<file path="config.mk">
export PLATFORM = sky130hd
export DESIGN_NAME = uart_tx_fifo
export DESIGN_NICKNAME = d
export VERILOG_FILES = /design/src/rtl/uart_tx_fifo.sv
export SDC_FILE = /design/constraint.sdc
export NUM_CORES = 1
export LEC_CHECK = 0
export ABC_AREA = 0
export CAP_MARGIN = 40
export CORE_UTILIZATION = 56
export CTS_CLUSTER_SIZE = 8
export DETAILED_ROUTE_END_ITERATION = 10
export PLACE_DENSITY = 0.81
export SLEW_MARGIN = 0
export SYNTH_ARGS = -nofsm -noshare
export SYNTH_HDL_FRONTEND = slang
export SYNTH_SLANG_ARGS = --single-unit
</file>
<file path="constraint.sdc">
create_clock -name clk -period 3 [get_ports clk]
set_input_delay 0.6 -clock clk [delete_from_list [all_inputs] [get_ports clk]]
set_output_delay 0.6 -clock clk [all_outputs]
set_load 0.01 [all_outputs]
</file>
<file path="src/rtl/uart_tx_fifo.sv">
// rtl/uart_tx_fifo.sv - byte FIFO feeding a UART transmitter with first-word-fall-through head
module uart_tx_fifo #(
    parameter int DEPTH = 8,
    parameter int AW    = $clog2(DEPTH)
) (
    input  logic          clk,
    input  logic          rstn,
    input  logic          wr_en,
    input  logic [7:0]    wr_data,
    input  logic          flush,
    input  logic          clr_ovf,
    input  logic [AW:0]   thr,
    output logic [7:0]    tx_data,
    output logic          req,
    input  logic          next_tx,
    output logic          full,
    output logic          empty,
    output logic [AW:0]   count,
    output logic          overflow,
    output logic          irq_low
);

    localparam logic [AW:0]   CNT_DEPTH = DEPTH[AW:0];
    localparam logic [AW:0]   CNT_ONE   = 1;
    localparam logic [AW-1:0] PTR_ONE   = 1;

    logic [7:0]    r_mem [DEPTH];
    logic [AW-1:0] r_wr_ptr;
    logic [AW-1:0] r_rd_ptr;
    logic [AW:0]   r_count;
    logic          r_overflow;

    logic w_full;
    logic w_empty;
    logic w_push;
    logic w_pop;
    logic w_ovf_set;

    assign w_full    = (r_count == CNT_DEPTH);
    assign w_empty   = (r_count == '0);
    // Flush wins over both sides of the FIFO in the same cycle.
    assign w_push    = wr_en && !w_full && !flush;
    assign w_pop     = next_tx && !w_empty && !flush;
    assign w_ovf_set = wr_en && w_full && !flush;

    always_ff @(posedge clk) begin
        if (w_push) begin
            r_mem[r_wr_ptr] <= wr_data;
        end
    end

    always_ff @(posedge clk) begin
        if (!rstn) begin
            r_wr_ptr <= '0;
            r_rd_ptr <= '0;
            r_count  <= '0;
        end else if (flush) begin
            r_wr_ptr <= '0;
            r_rd_ptr <= '0;
            r_count  <= '0;
        end else begin
            if (w_push) begin
                r_wr_ptr <= r_wr_ptr + PTR_ONE;
            end
            if (w_pop) begin
                r_rd_ptr <= r_rd_ptr + PTR_ONE;
            end
            if (w_push && !w_pop) begin
                r_count <= r_count + CNT_ONE;
            end else if (w_pop && !w_push) begin
                r_count <= r_count - CNT_ONE;
            end
        end
    end

    // Sticky flag: a new overflow beats a clear in the same cycle.
    always_ff @(posedge clk) begin
        if (!rstn) begin
            r_overflow <= 1'b0;
        end else if (w_ovf_set) begin
            r_overflow <= 1'b1;
        end else if (clr_ovf) begin
            r_overflow <= 1'b0;
        end
    end

    assign tx_data  = w_empty ? 8'hFF : r_mem[r_rd_ptr];
    assign req      = !w_empty;
    assign full     = w_full;
    assign empty    = w_empty;
    assign count    = r_count;
    assign overflow = r_overflow;
    assign irq_low  = (r_count <= thr);

endmodule

</file>
## Word level (Yosys, flattened, before mapping)

Memories as Yosys holds them, arrays and structs flattened. A register that Yosys moved wholly into a read port is not among the register bits.
Index checks and enable logic that the tools add are counted.

| storage, ports and cells | value |
|---|---|
| input port bits | 18 |
| logic and storage cells | 38 |
| memories | 1 |
| register bits after elaboration | 11 |
| RAM bits | 64 |

| operators by class | value |
|---|---|
| $add $sub $neg | 4 |
| order comparisons | 1 |
| equality and inequality tests | 1 |
| bitwise operators | 1 |
| multiplexer cells | 9 |
| reduce and logical (&&, ||, !) cells | 17 |

Memories:

| name | words | width | read ports | clocked after Yosys merged registers in | write ports | RTL line | text |
|---|---|---|---|---|---|---|---|
| r_mem | 8 | 8 | 1 | 1 | 1 | 27 | `logic [7:0] r_mem [DEPTH];` |

Operators with widths:

| kind | count |
|---|---|
| logical AND 1 bit | 8 |
| 2-to-1 mux 4 bit | 2 |
| 2-to-1 mux 8 bit | 1 |
| adder 3 x 1 -> 3 bit (second input constant) | 2 |
| 2-to-1 mux 3 bit | 2 |
| logical NOT 1 bit | 5 |
| adder 4 x 1 -> 4 bit (second input constant) | 1 |
| equality test 4 bit (second input constant) | 1 |
| <= comparator 4 bit | 1 |
| logical NOT 4 bit | 1 |
| 2-to-1 mux 1 bit | 4 |
| nonzero test 2 bit | 2 |
| subtractor 4 x 1 -> 4 bit (second input constant) | 1 |
| OR reduction 2 bit | 1 |
| inverter 1 bit | 1 |

## Logic depth before layout (Yosys ltp)

Gate-level depths: netlist (run 1).

| depth | value |
|---|---|
| depth after elaboration | 8 |
| mapped depth | 10 |
| depth with buffers taken out | 10 |

## Worst setup path before layout (run 1)

Ideal clock, no wire load.

| path | value |
|---|---|
| kind | register to register |
| start | reg r_count[0], in the netlist count[0] |
| end | reg r_count[3], in the netlist count[3] |
| setup slack | 0.393 ns |
| buffers on the path | 0 |
| stages on the path, launching flop included | 11 |
| library setup time | 0.121 ns |
| arrival time | 2.487 ns |
| data required time | 2.879 ns |
| clock period less this slack | 2.607 ns |
| cells stage by stage | dfxtp_1 or4b_4 nand2_2 inv_1 ha_1 inv_1 ha_1 a21oi_1 a211oi_1 a31oi_1 mux2_2 |

| on the way | value |
|---|---|
| cells in the longest elaborated chain, start to end | 7 |
| elaborated cells on any way between the ends | 17 |

RTL lines:

| item | RTL line | text |
|---|---|---|
| start: declaration | 30 | `logic [AW:0] r_count;` |
| start signal: assignment | 69 | `r_count <= r_count + CNT_ONE;` |
| start signal: assignment | 71 | `r_count <= r_count - CNT_ONE;` |
| equality test 4 bit (*) | 39 | `assign w_full = (r_count == CNT_DEPTH);` |
| logical NOT 1 bit (*) | 42 | `assign w_push = wr_en && !w_full && !flush;` |
| logical AND 1 bit (*) (2 in a row) | 42 |  |
| net w_push | 35 | `logic w_push;` |
| logical NOT 1 bit | 70 | `end else if (w_pop && !w_push) begin` |
| logical AND 1 bit | 70 |  |
| nonzero test 2 bit (no line) | - |  |

Mark *: on every way through the listed nets, which the timed path passes. The rest lies on a longest branch. The select of a mux whose other input is x is not followed.
A chain may end at the register's enable or synchronous reset.

## Worst setup path after layout (run 1)

| path | value |
|---|---|
| start | in thr[1] |
| end | out irq_low |

| on the way | value |
|---|---|
| cells in the longest elaborated chain, start to end | 1 |

RTL lines:

| item | RTL line | text |
|---|---|---|
| start: declaration | 12 | `input logic [AW:0] thr,` |
| <= comparator 4 bit | 93 | `assign irq_low = (r_count <= thr);` |
| end: declaration | 20 | `output logic irq_low` |

No other way between the ends.

==> impl_metrics.ini, run 1 <==
[setup_path]
endpoint_kind = primary output
start_kind = input port
critPathKind = input port to primary output
path_buf_inv = 3
regToRegSetupSlack_ns = 0.26
r2r_cells = 10
r2r_start = count[0]
slowest_stage = clkdlybuf4s50_1
crit_path_cell_trace = clkdlybuf4s50_1 > inv_1 > ha_1 > nor2b_1 > o21a_1 > o21a_1 > o21ai_0 > dlygate4sd2_1
cp_slowest_stage_delay_ns = 0.45
worstReg2RegEnd = count[3]
critPathRequiredTime_ns = 2.40
critical_path.max_fanout = 2
cp.arrival_ns = 2.26
crit_path_frequent_cell = o21a_1
cp_top_family = buffers and inverters

[floorplanning]
io_pins = 35
rows = 27
start_util_pct = 58.40
die_y_um = 78.01
die_x_um = 78.01
core_area_um2 = 5540
die-area_um2 = 6086

[cts]
cts-root-buf = clkbuf_8
post_cts_resized = 1
h-tree-depth = 3
postCtsHoldBufs = 0
clk_latency_ns = 0.33
cts_sinks = 78
post_cts_buffers = 0
cts.clk_slew.worst_paths_ns = 0.07
cts_tree = done
cts_made_buffers = 9
clock_path_buffers = 2

[global_route]
overflow = 0
grt_max_degree = 13
track_usage_pct = 22.24
antenna_found_initial = 0
grt_pass1_wl_um = 9535
grt_pass1_vias = 1890

[detailed_routing]
drt-initial-drc-count = 94
drt-vias-per-instance = 5.500
postRouteAntennaNets = 0
drt-total-wl_um = 6053
wire_per_inst_um = 18.45
dr_total_vias = 1804
firstDrtPassIters = 5
drc = 0

[logic_synthesis]
synthDistinctLibCells = 32
ys_warn_count = 0
synthesis.nets = 224
ys_async_sr_fraction_pct = 0
syn_inst = 196
synth_edf_count = 64
ys_seq_elements = 78
ys.flop_type = edfxtp_1
ys_seq_area_share_pct = 68.06
syn_area_per_cell_um2 = 16.51
synthesis.area_um2 = 3236

[power]
peakVddDrop_uv = 310.1
p_leak_nw = 1.357
p_per_area_nw_per_um2 = 551.6

[placement]
preCtsSetupSlack_ns = -0.1637
hpwl_um = 4029
port_buffers = 34
gp_congestion = 0.7845

[timing]
slew_headroom_pct = 59.88
rsz0062_at_grt = no
skew_ns = 0.008060
worst_pin_slew_ns = 0.6010
min_period_over_period_pct = 95.34
fin_ws_ns = 0.1398
timing.final.hold_violations = 0
finalMaxSlewViolations = 0
post-route-min-period_ns = 2.860
fin_setup_tns_ns = 0
fmax_ghz = 0.3496
setup_viol = 0

[outcome]
status = finished, final reports clean

[cells_and_area]
fillers = 362
multi_input_area_um2 = 962.2
final-seq-area_um2 = 2202
num-nets-final = 280
syn2layout_area_growth_pct = 22.93
mostFrequentLayoutCell = edfxtp_1
final_cell_mix = edfxtp_1 (64), clkdlybuf4s50_1 (33), buf_4 (19)
layout-drive-gt1-share_pct = 20.70
n_antenna_cell = 0

[worst_hold_path]
hp-start = r_rd_ptr[2]
holdPathStages = 2
min_to = r_rd_ptr[2]
hp-class = flip-flop to flip-flop

[run]
drv_cap = 0
-- synthesized netlist by cell type, drive strengths merged, types with 2 or more instances --
| cell type | instances | area, um^2 |
|---|---|---|
| edfxtp | 64 | 1922 |
| mux4 | 16 | 360.4 |
| nor2 | 16 | 60.06 |
| dfxtp | 14 | 280.3 |
| nand2 | 13 | 51.30 |
| inv | 10 | 37.54 |
| mux2i | 10 | 100.1 |
| ha | 9 | 112.6 |
| a21oi | 4 | 20.02 |
| buf | 4 | 25.02 |
| clkbuf | 4 | 15.01 |
| nor2b | 4 | 25.02 |
| nor3 | 4 | 20.02 |
| xnor2 | 4 | 35.03 |
| nand2b | 3 | 18.77 |
| nand3 | 2 | 10.01 |
| o21a | 2 | 15.01 |
| xor2 | 2 | 17.52 |
-- final cells by class --
type                    instances  area share [%]
clock buffers                  11           3.303
multi-input cells             100           24.19
clock inverters                 4           1.824
repair buffers                 53           12.11
inverters                      10          0.9437
well taps                      72           2.265
flip-flops and latches         78           55.36
-- tightest hold or removal path, cell delays in order (launching register included) --
cell and delay (ns):
dfxtp_1 0.33, xnor2_1 0.11, nor2_1 0.05
-- kinds of logic (layout without fill, tap and decap cells) --
kind of cell | after synthesis | in the layout | share of synthesized area (%)
xor gates and xnor gates | 6 | 6 | 1.624
muxes | 27 | 27 | 14.58
adders and majority gates | 10 | 10 | 4.099
DFF | 78 | 78 | 68.06
buffers and inverters | 18 | 78 | 2.397
and+or+nand+nor | 48 | 48 | 7.579
AOI/OAI and AO/OA | 9 | 9 | 1.663
-- worst max path at each step --
stage / startpoint / to / cells past startpoint
floorplan: count[0] / count[3] / 10
global placement: thr[1] / irq_low / 8
detailed placement: thr[1] / irq_low / 8
CTS: thr[1] / irq_low / 8
global route: thr[1] / irq_low / 8
finish: thr[1] / irq_low / 8
-- registers in the layout, indices dropped and copies added (netlist names), named ones only --
signal and flops:
r_mem 64, count 4, r_rd_ptr 3, r_wr_ptr 3
overflow 1
-- power by group --
part	switching [W]	internal, W
Clock	0.000340	0.000464
Sequential	0.0000103	0.00118
Combinational	0.0000893	0.000109
-- metal layers --
layer	GRT usage [%]	vias to the layer above	part of all wire, %
li1	-	852	-
met1	28.81	906	43
met2	36.64	37	52
met3	5.000	9	2.8
met4	9.259	0	1.5
met5	0	-	0
-- metrics by stage --
step	area [um^2]	utilization, %	instances	hold WS, ns	power [W]
after floorplan	3236	-	196	0.4896	0.001310
after global placement	3775	68.13	313	0.5074	0.001412
after detailed placement	3775	68.13	313	0.5164	0.001417
after CTS	3978	71.79	328	0.5259	0.002212
after global routing	3978	71.79	328	0.5542	0.002275
final	3978	71.79	328	0.5278	0.002194
Note: power is estimated with default switching activity, not from simulation.
==> inputs of run 2 (changes only) <==
- GPL_TIMING_DRIVEN: not set -> 0
==> run 2 against run 1 <==
Compared with the run above: sequential share of layout area is 0.86 points higher; total power is 0.42% higher; clock skew is 0.00063 ns lower; cell count is 2.4% lower; critical path depth is 2 lower; die area stayed put; setup slack worse by 0.020 ns; highest routed layer unchanged; clock power is 1% higher; via count is 1.4% lower; sequential power hardly changed; largest power group unchanged; utilization is 1.1 points lower; count of clock-buffer cells in the layout is 1 higher.
==> impl_metrics.ini, run 2 (synthesized netlist as in run 1, its figures left out) <==
[placement]
preCtsSetupSlack_ns = -0.1957
hpwl_um = 3998
numPlacedInstances = 305
gp_congestion = 0.7297
port_buffers = 34

[cts]
cts_tree = done
clock_path_buffers = 2
post_cts_buffers = 0
cts-root-buf = clkbuf_8
cts_made_buffers = 9
h-tree-depth = 3
postCtsHoldBufs = 0
post_cts_resized = 2
clk_latency_ns = 0.33
cts_sinks = 78
cts.clk_slew.worst_paths_ns = 0.07

[power]
p_per_area_nw_per_um2 = 562.3
peakVddDrop_uv = 409.6
power.total_w = 0.002203
p_leak_nw = 1.306

[setup_path]
critical_path.max_fanout = 10
slowest_stage = mux4_2
cp_slowest_stage_delay_ns = 0.51
start_kind = flip-flop
critPathRequiredTime_ns = 2.40
endpoint_kind = primary output
critPathKind = flip-flop to primary output
crit_path_cell_trace = buf_4 > buf_12 > mux4_2 > mux2i_1 > nand2_1 > clkdlybuf4s50_1
cp.arrival_ns = 2.28

[global_route]
overflow = 0
grt_max_degree = 13
track_usage_pct = 22.10
antenna_found_initial = 0
grt_pass1_wl_um = 9418
grt_pass1_vias = 1817

[run]
drv_cap = 0

[timing]
min_period_over_period_pct = 96.01
timing.final.hold_violations = 0
fin_setup_tns_ns = 0
finalMaxSlewViolations = 0
worst_pin_slew_ns = 0.9039
rsz0062_at_grt = no
setup_viol = 0
slew_headroom_pct = 39.52
fmax_ghz = 0.3472
fin_ws_ns = 0.1196
skew_ns = 0.007426
post-route-min-period_ns = 2.880

[detailed_routing]
firstDrtPassIters = 4
drt-initial-drc-count = 120
drt-vias-per-instance = 5.556
drc = 0
drt-total-wl_um = 5906
postRouteAntennaNets = 0
wire_per_inst_um = 18.46
dr_total_vias = 1778

[cells_and_area]
layout-drive-gt1-share_pct = 18.15
mostFrequentLayoutCell = edfxtp_1
syn2layout_area_growth_pct = 21.11
regMostFlops = r_mem
stdcell_count = 320
largest_reg_flops = 64
n_antenna_cell = 0
final_cell_mix = edfxtp_1 (64), clkdlybuf4s50_1 (33), mux4_2 (16), nor2_1 (16), dfxtp_1 (13)
num-nets-final = 271

[outcome]
status = finished, final reports clean

[floorplanning]
rows = 27
core_area_um2 = 5540
die_x_um = 78.01
die_y_um = 78.01
die-area_um2 = 6086
start_util_pct = 58.40
io_pins = 35

[worst_hold_path]
hp-class = flip-flop to flip-flop
-- run 2: changes by cell type in the layout (fill, tap and decap cells not counted), sizes merged --
cell	before	now
clkinv	2	1
buf	19	7
dlygate4sd2	1	0
clkdlybuf4s15	0	1
clkinvlp	0	1
clkbuf	11	15
-- run 2: path summary, 6_finish.rpt --
| check | depth (start not counted) | endpoint | startpoint | slack (ns) |
|---|---|---|---|---|
| min | 2 | flip-flop | r_rd_ptr[2] | 0.53 |
| max reg2reg | 10 | count[3] | count[0] | 0.20 |
| min reg2reg | 2 | flip-flop | r_rd_ptr[2] | 0.53 |
| max | 6 | tx_data[6] | flip-flop | 0.12 |
-- run 2: metrics by stage --
step                hold slack [ns]  area, um^2  util, %
detailed placement           0.5137        3700    66.78
global placement             0.5071        3666    66.17
floorplan                    0.4896        3236        -
finish                       0.5335        3919    70.73
global route                 0.5786        3919    70.73
CTS                          0.5323        3904    70.46
-- run 2: worst max-delay path, delay by kind of cell, from the launching register on --
kind	cells	cell delay [ns]
buffers and inverters	3	0.88
flip-flops	1	0.31
AND/OR/NAND/NOR	1	0.09
multiplexers	2	0.65
-- run 2: metal layers --
layer	up-vias	track usage, %	part of all wire (%)
met4	0	8.889	1.5
met5	-	0	0
met3	8	5.000	3.7
met1	899	29.05	44
li1	833	-	-
met2	38	36.11	51
-- run 2: where the power goes --
part	internal [W]	switching (W)
Sequential	0.00118	0.00000990
Combinational	0.000105	0.0000921
Clock	0.000467	0.000348
-- run 2: final cells by class --
cell class	instances	area, um^2
Multi-Input combinational cell	100	974.7
Buffer	7	48.80
Timing Repair Buffer	37	357.8
Clock inverter	4	71.32
Sequential cell	78	2203
Tap cell	72	90.09
Fill cell	378	1622
Clock buffer	12	135.1
Inverter	10	37.54
==> variant: new RTL, flow settings as in run 2 <==
Register the output `irq_low`, cleared by the reset; this adds one clock of latency there. The other outputs are not delayed to match.
--- a/src/rtl/uart_tx_fifo.sv
+++ b/src/rtl/uart_tx_fifo.sv
@@ -90,7 +90,13 @@
     assign empty    = w_empty;
     assign count    = r_count;
     assign overflow = r_overflow;
-    assign irq_low  = (r_count <= thr);
+    always_ff @(posedge clk) begin
+        if (!rstn) begin
+            irq_low <= '0;
+        end else begin
+            irq_low <= (r_count <= thr);
+        end
+    end
 
 endmodule
 
Function: changed (a bounded check fails within 4 cycles, from zero or initial values and one cycle with rstn low).
==> variant against run 2 <==
Total power increased by 2.7%; synthesized area rose by 1.0%; register-to-register slack about the same; wire length fell by 1.0%; sequential share of layout area decreased by 0.50 points; hold slack got worse by 0.0030 ns; sequential cell count up 1; cell count rose by 1.9%; final area grew 1.8%; maximum frequency grew 0.73%; setup slack gained 0.021 ns; critical path depth unchanged; largest cell class unchanged; highest routed layer unchanged.
==> variant: results (changes against run 2) <==
----------------------------------------------------
[Run status]
  Result of the run ... complete, no violations

[Timing]
  Post-Route Skew ... 0.0116 ns (+0.00417 ns)
  Worst relative slew slack ... 0.419 (+0.0239)

[Worst setup path]
  CP Capture Point ... tx_data[3]

[Global routing]
  Largest net degree at the start of global routing ... 14 (+1)
  Total routing usage reported by global routing ... 0.216 (-0.00481)
  Met2 Track Usage GR ... 0.361 (about the same)
  Met3 GRT Util ... 0.0709 (+0.0209)
  Wire length of the first global-routing pass ... 9.25 mm (-1.8%)

[Cells and area]
  Fill cell instance count of the final layout ... 351 (-7.1%)
  Layout cells sized above 1 ... 0.189 (+0.00752)
  Total Nets Final ... 277 (+2.2%)

[Detailed routing]
  DRT Wirelength ... 5.85 mm (-1.0%)
  Count of vias placed by the detailed router ... 1817 (+2.2%)
  Detailed-route wire length on metal 1 ... 2.30 mm (-11%)
  Drt initial violations ... 132 (+10%)
  Detail Route met2 WL ... 3.07 mm (+2.4%)

[Synth]
  Adder-Cell Fraction of Synth Area ... 0.0406 (-0.000408)
  Sequential cell area fraction in the yosys report ... 0.680 (about the same)
  Leading post-synthesis cells by instance count ... sky130_fd_sc_hd__edfxtp_1 (64), sky130_fd_sc_hd__mux4_2 (16), sky130_fd_sc_hd__nor2_1 (16)
  Xor/xnor cell area share of the yosys netlist ... 0.0161 (-0.000162)
  Post-synthesis compound-gate area fraction ... 0.0138 (-0.00285)
  Fraction of synthesized area in multiplexers ... 0.144 (-0.00145)
  Cells taking the most area after synthesis ... sky130_fd_sc_hd__edfxtp_1 (59%), sky130_fd_sc_hd__mux4_2 (11%), sky130_fd_sc_hd__dfxtp_1 (9.2%), sky130_fd_sc_hd__ha_1 (3.4%), sky130_fd_sc_hd__mux2i_1 (3.1%)

[Clock network]
  Clock latency at the later pin of the worst-skew pair ... 0.35 ns (+0.02 ns)

[Placement]
  RD Place Congestion ... 0.721 (-1.2%)
  Post-detail-place hpwl ... 4.00 mm (+0.14%)

[Power]
  Peak VDD IR ... 0.344 mV (-16%)
  Leakage power of the design ... 1.34 nW (+2.9%)
  Net Switching ... 471 µW (+4.5%)

----------------------------------------------------
[variant: stage by stage]
step                       util  worst slack, ns  hold WS, ns  instances  area, µm²
after floorplan               -            0.408        0.490        199       3270
after global placement    0.664           -0.424        0.514        305       3700
after detailed placement  0.671           -0.208        0.519        310       3740
after CTS                 0.712           0.0164        0.536        325       3970
after global routing      0.715        -0.000837        0.587        326       3990
final                     0.715            0.141        0.530        326       3990
[variant: cell type report]
cell class | count | share of cell area
repair buffers | 40 | 0.0966
well taps | 72 | 0.0226
multi-input cells | 102 | 0.244
clock inverters | 5 | 0.0204
plain buffers | 7 | 0.0138
clock buffers | 11 | 0.0355
flip-flops and latches | 79 | 0.557
inverters | 10 | 0.00941
[variant: power by group through the flow]
stage,Clock (mW),Sequential [mW],Combinational [mW]
3_3_place_gp,0,1.23,0.190
6_report,0.860,1.21,0.197
5_1_grt,0.913,1.21,0.215
4_1_cts,0.867,1.21,0.198
2_1_floorplan,0,1.23,0.0958
3_5_place_dp,0,1.23,0.196
